[config.mk]
export PLATFORM = sky130hd
export DESIGN_NAME = regfile_sb_flat
export DESIGN_NICKNAME = d
export VERILOG_FILES = /design/src/rtl/regfile_sb_if.sv /design/src/rtl/regfile_sb.sv /design/src/flat_wrapper.sv
export SDC_FILE = /design/constraint.sdc
export NUM_CORES = 2
export LEC_CHECK = 0
export BUFFER_PORTS_ARGS = -buffer_cell sky130_fd_sc_hd__buf_2
export CORE_UTILIZATION = 35
export CTS_CLUSTER_SIZE = 12
export DETAILED_ROUTE_END_ITERATION = 8
export PLACE_DENSITY_LB_ADDON = 0.15
export SETUP_SLACK_MARGIN = 0.1
export SYNTH_ARGS = -nofsm -noshare
export SYNTH_HDL_FRONTEND = slang
export SYNTH_SLANG_ARGS = --single-unit
[constraint.sdc]
create_clock -name clk -period 63.5 [get_ports clk]
set_input_delay 12.7 -clock clk [delete_from_list [all_inputs] [get_ports clk]]
set_output_delay 12.7 -clock clk [all_outputs]
set_load 0.02 [all_outputs]
[src/rtl/regfile_sb_if.sv]
// regfile_sb_if: operand-read, allocate and writeback bundle for regfile_sb.
// master drives the requests; slave is the register file.
interface regfile_sb_if #(
    parameter int DATA_W = 32,
    parameter int ADDR_W = 5,
    parameter int NRD    = 2,
    parameter int TAG_W  = 3
);
    logic                    flush;
    logic                    alloc_en;
    logic [ADDR_W-1:0]       alloc_addr;
    logic [TAG_W-1:0]        alloc_tag;
    logic                    wb_en;
    logic [ADDR_W-1:0]       wb_addr;
    logic [TAG_W-1:0]        wb_tag;
    logic [DATA_W-1:0]       wb_data;
    logic [NRD-1:0]          re;
    logic [NRD*ADDR_W-1:0]   raddr;
    logic [NRD*DATA_W-1:0]   rdata;
    logic [NRD-1:0]          rbusy;
    logic [NRD*TAG_W-1:0]    rtag;
    logic [ADDR_W:0]         busy_cnt;

    modport master (
        output flush, alloc_en, alloc_addr, alloc_tag,
        output wb_en, wb_addr, wb_tag, wb_data,
        output re, raddr,
        input  rdata, rbusy, rtag, busy_cnt
    );

    modport slave (
        input  flush, alloc_en, alloc_addr, alloc_tag,
        input  wb_en, wb_addr, wb_tag, wb_data,
        input  re, raddr,
        output rdata, rbusy, rtag, busy_cnt
    );
endinterface

[src/rtl/regfile_sb.sv]
// regfile_sb: integer register file with per-register busy/tag scoreboard,
// combinational reads with writeback bypass; x0 hardwired to zero.
module regfile_sb #(
    parameter int DATA_W = 32,
    parameter int ADDR_W = 5,
    parameter int NRD    = 2,
    parameter int TAG_W  = 3
) (
    input logic         clk,
    input logic         rst,
    regfile_sb_if.slave rf
);
    localparam int NREG = 2 ** ADDR_W;
    localparam logic [ADDR_W:0] ONE = {{ADDR_W{1'b0}}, 1'b1};

    logic [DATA_W-1:0] data [NREG];
    logic [TAG_W-1:0]  tag  [NREG];
    logic [NREG-1:0]   busy;
    logic [ADDR_W:0]   cnt;

    logic alloc_v;
    logic wb_v;
    logic wb_clr;
    logic same;
    logic inc;
    logic dec;

    always_comb begin
        alloc_v = rf.alloc_en && (rf.alloc_addr != '0) && !rf.flush;
        wb_v    = rf.wb_en && (rf.wb_addr != '0);
        wb_clr  = wb_v && busy[rf.wb_addr]
                  && (tag[rf.wb_addr] == rf.wb_tag);
        same    = alloc_v && (rf.alloc_addr == rf.wb_addr);
        inc     = alloc_v && !busy[rf.alloc_addr];
        // a clear overridden by a same-address alloc leaves busy set
        dec     = wb_clr && !same;
    end

    always_ff @(posedge clk or posedge rst) begin
        if (rst) begin
            for (int k = 0; k < NREG; k++) begin
                data[k] <= '0;
                tag[k]  <= '0;
            end
            busy <= '0;
            cnt  <= '0;
        end else begin
            if (wb_v)
                data[rf.wb_addr] <= rf.wb_data;
            if (rf.flush) begin
                busy <= '0;
                cnt  <= '0;
            end else begin
                if (wb_clr)
                    busy[rf.wb_addr] <= 1'b0;
                if (alloc_v) begin
                    busy[rf.alloc_addr] <= 1'b1;
                    tag[rf.alloc_addr]  <= rf.alloc_tag;
                end
                if (inc && !dec)
                    cnt <= cnt + ONE;
                else if (dec && !inc)
                    cnt <= cnt - ONE;
            end
        end
    end

    assign rf.busy_cnt = cnt;

    for (genvar i = 0; i < NRD; i++) begin : g_rd
        logic [ADDR_W-1:0] ra;
        logic [DATA_W-1:0] d;
        logic [TAG_W-1:0]  t;
        logic              b;

        assign ra = rf.raddr[i*ADDR_W +: ADDR_W];

        always_comb begin
            d = '0;
            b = 1'b0;
            t = '0;
            if (!rst && rf.re[i] && (ra != '0)) begin
                if (wb_v && (rf.wb_addr == ra)) begin
                    d = rf.wb_data;
                    b = busy[ra] && (tag[ra] != rf.wb_tag);
                end else begin
                    d = data[ra];
                    b = busy[ra];
                end
                t = b ? tag[ra] : '0;
            end
        end

        assign rf.rdata[i*DATA_W +: DATA_W] = d;
        assign rf.rbusy[i]                  = b;
        assign rf.rtag[i*TAG_W +: TAG_W]    = t;
    end
endmodule

[src/flat_wrapper.sv]
// flat-port wrapper written by rule: the top's interface ports become plain ports
module regfile_sb_flat 
#(
    parameter int DATA_W = 32,
    parameter int ADDR_W = 5,
    parameter int NRD    = 2,
    parameter int TAG_W  = 3
)
  (clk, rst, rf_flush, rf_alloc_en, rf_alloc_addr, rf_alloc_tag, rf_wb_en, rf_wb_addr, rf_wb_tag, rf_wb_data, rf_re, rf_raddr, rf_rdata, rf_rbusy, rf_rtag, rf_busy_cnt);
  regfile_sb_if #(.DATA_W(DATA_W), .ADDR_W(ADDR_W), .NRD(NRD), .TAG_W(TAG_W)) rf_i ();
  input logic clk;
  input logic rst;
  input wire logic [$bits(rf_i.flush)-1:0] rf_flush;
  input wire logic [$bits(rf_i.alloc_en)-1:0] rf_alloc_en;
  input wire logic [$bits(rf_i.alloc_addr)-1:0] rf_alloc_addr;
  input wire logic [$bits(rf_i.alloc_tag)-1:0] rf_alloc_tag;
  input wire logic [$bits(rf_i.wb_en)-1:0] rf_wb_en;
  input wire logic [$bits(rf_i.wb_addr)-1:0] rf_wb_addr;
  input wire logic [$bits(rf_i.wb_tag)-1:0] rf_wb_tag;
  input wire logic [$bits(rf_i.wb_data)-1:0] rf_wb_data;
  input wire logic [$bits(rf_i.re)-1:0] rf_re;
  input wire logic [$bits(rf_i.raddr)-1:0] rf_raddr;
  output wire logic [$bits(rf_i.rdata)-1:0] rf_rdata;
  output wire logic [$bits(rf_i.rbusy)-1:0] rf_rbusy;
  output wire logic [$bits(rf_i.rtag)-1:0] rf_rtag;
  output wire logic [$bits(rf_i.busy_cnt)-1:0] rf_busy_cnt;
  assign rf_i.flush = rf_flush;
  assign rf_i.alloc_en = rf_alloc_en;
  assign rf_i.alloc_addr = rf_alloc_addr;
  assign rf_i.alloc_tag = rf_alloc_tag;
  assign rf_i.wb_en = rf_wb_en;
  assign rf_i.wb_addr = rf_wb_addr;
  assign rf_i.wb_tag = rf_wb_tag;
  assign rf_i.wb_data = rf_wb_data;
  assign rf_i.re = rf_re;
  assign rf_i.raddr = rf_raddr;
  assign rf_rdata = rf_i.rdata;
  assign rf_rbusy = rf_i.rbusy;
  assign rf_rtag = rf_i.rtag;
  assign rf_busy_cnt = rf_i.busy_cnt;
  regfile_sb #(.DATA_W(DATA_W), .ADDR_W(ADDR_W), .NRD(NRD), .TAG_W(TAG_W)) u_core (.clk(clk), .rst(rst), .rf(rf_i));
endmodule
==> results.json <==
{
  "setup_tns_ns": 0,
  "arrival_ns": 17.33,
  "regArea_um2": 29000,
  "yosys.area.top_type": "dfrtp_1",
  "drive_gt1_share_pct": 45.3,
  "synthTopCellsByCount": "mux2_2 (1187), dfrtp_1 (1158), mux4_2 (441), mux2i_1 (367), clkbuf_1 (302)",
  "setup_viol": 0,
  "timing.final.crit_share_pct": 47.3,
  "syn-cell-area_um2": 64600,
  "hold_viol_final": 0,
  "grt_pass1_wl_um": 337000,
  "rsz0062_at_grt": "false",
  "synth_flop_cell": "dfrtp_1",
  "grt_pass1_vias": 44300,
  "drtIter0Drc": 3622,
  "h-tree-depth": 4,
  "synthCells": 4763,
  "drt_wl_total_um": 234000,
  "avgSynthCellArea_um2": 13.6,
  "max_freq_mhz": 33.3,
  "total_power_mw": 2.22,
  "min_from": "u_core.data[1007]",
  "numClockSinks": 1158,
  "hpwl_um": 129000,
  "cp_max_fo": 122,
  "yosysWarningCount": 0,
  "r2r-start": "u_core.busy[27]",
  "cts_resized": 0,
  "status": "finished clean",
  "dieArea_um2": 186000,
  "nNetsFinal": 4693,
  "cp-start-kind": "input pin",
  "syn_to_final_growth_pct": 11.5,
  "grt.total_usage_pct": 25.1,
  "cts_buffer_depth": 3,
  "top_level_ports": 143,
  "ir_drop_mv": 0.0276,
  "port_buffers": 142,
  "synth-edff-count": 0,
  "antenna_found_initial": 11,
  "power_density_nw_per_um2": 30.9,
  "start_util_pct": 35.2,
  "async_reset_ff_share_pct": 100,
  "r2r_slack_ns": 59.33,
  "max_cap_viol_count": 0,
  "die_x_um": 432,
  "via_per_inst": 6.01,
  "cts_root_buf": "clkbuf_16",
  "fillerInstances": 17300,
  "relSlewSlack_pct": 15.7,
  "gp_routability_congestion": 0.829,
  "post_cts_buffers": 0,
  "grt_max_degree": 146,
  "syn_nets": 4833,
  "crit_type": "in2out",
  "synth.most_common_cell": "mux2_2",
  "end_kind": "output port",
  "synthTopCellsByArea": "dfrtp_1 (45%), mux2_2 (21%), mux4_2 (15%)",
  "power.leakage_nw": 31.0,
  "tightest_slew_ns": 1.26,
  "core_um2": 183000,
  "crit_path_start": "rf_raddr[0]",
  "drc": 0,
  "netlist.area_leader.share_pct": 44.9,
  "rows": 157,
  "worstHoldPathType": "reg2reg",
  "ys_ff_latch": 1158,
  "die_y_um": 432,
  "grt.overflow.total": 0,
  "via_count": 43200,
  "clock-skew-final_ns": 0.0195,
  "synth.yosys.seq_area_share_pct": 44.9,
  "synth.distinct_cells": 59,
  "cts_buffers": 139,
  "cts_tree": "built",
  "cts-hold-fix-buffers": 0,
  "avgRoutedWirePerCell_um": 32.5,
  "ant_nets": 0,
  "clkTransAtPathRegs_ns": 0.06,
  "multiInputGateArea_um2": 33600,
  "finalMaxSlewViolations": 0,
  "insertion_delay_ns": 0.80,
  "final.min_clock_period_ns": 30.03,
  "crit_required_ns": 50.80,
  "dr.pass1.iters": 5
}
==> power by group <==
group | switching, mW | internal [mW]
Sequential | 0.0978 | 0.871
Combinational | 0.190 | 0.247
Clock | 0.341 | 0.477
Total | 0.629 | 1.59
==> worst paths after layout <==
path	cells after the start	endpoint
worst max-delay path	11	rf_rdata[24]
worst min-delay path	0	u_core.data[1007]
worst max register to register	14	u_core.rf.busy_cnt[5]
worst min register to register	0	u_core.data[1007]
max in group asynchronous	8	u_core.data[374]
min in group asynchronous	2	u_core.data[867]
==> cell families (layout without fill, tap and decap cells) <==
| family | count (synthesis) | in the layout | synth area share (%) |
|---|---|---|---|
| AO/OA/AOI/OAI | 669 | 669 | 6.68 |
| XOR/XNOR | 26 | 26 | 0.353 |
| adder cells (fa/ha/maj) | 5 | 5 | 0.108 |
| buffers and inverters | 544 | 513 | 3.54 |
| flip-flops | 1158 | 1158 | 44.9 |
| multiplexers | 1995 | 1995 | 41.8 |
| other | 0 | 2 | 0 |
| AND/OR/NAND/NOR | 366 | 366 | 2.69 |
==> layout make-up <==
cell class	count	share of cell area, %
multi-input cells	3061	46.7
flip-flops and latches	1158	40.2
clock buffers	204	5.67
well taps	2464	4.28
repair buffers	244	2.25
clock inverters	46	0.733
inverters	19	0.109
diodes	2	0.00695
==> cells in the final DEF (no fill, tap or decap), drive strengths merged, types with 8 or more instances in the layout <==
cell / instances
nor2: 172
o21ai: 126
nand3: 18
nand2: 79
xor2: 13
clkbuf: 204
a21oi: 185
o31ai: 9
xnor2: 13
nor2b: 11
nor3: 10
nand2b: 15
mux2i: 367
dfrtp: 1158
a221o: 8
a22oi: 68
o211ai: 75
mux4: 441
a221oi: 91
clkinv: 26
o22ai: 65
mux2: 1187
buf: 244
nor4: 9
inv: 28
a211oi: 20
o221ai: 11
==> critical path: stages <==
cell,delay [ns]
buf_8,0.35
buf_12,0.57
buf_12,0.59
buf_4,0.84
mux2i_1,0.18
a221oi_1,0.39
nor2_1,0.09
o211ai_1,0.20
o211ai_1,0.15
a21oi_1,0.46
buf_2,0.26
==> through the flow <==
stage	setup WS (ns)	cell area, µm²	hold WS (ns)	cells	utilization (%)
2_1_floorplan	7.82	64600	0.445	4763	-
3_3_place_gp	33.46	67400	0.383	6946	36.8
3_5_place_dp	33.49	67400	0.387	6946	36.8
4_1_cts	33.49	72000	0.401	7196	39.3
5_1_grt	33.20	72000	0.404	7196	39.3
6_report	33.47	72000	0.399	7198	39.3
==> metal layers <==
layer | part of all wire, % | wire length, µm | GRT usage, % | vias to the layer above
li1 | - | - | - | 18000
met2 | 48 | 112000 | 40.6 | 1275
met1 | 44 | 104000 | 34.8 | 23600
met4 | 2.9 | 6770 | 7.57 | 8
met3 | 5.0 | 11700 | 3.65 | 332
met5 | 0.022 | 51 | 0 | -
==> flip-flops by register name (all words and copies together) (netlist names) <==
signal / flops
u_core.data: 1024
u_core.tag: 96
u_core.busy: 32
u_core.rf.busy_cnt: 6
(Power assumes the default switching activity.)
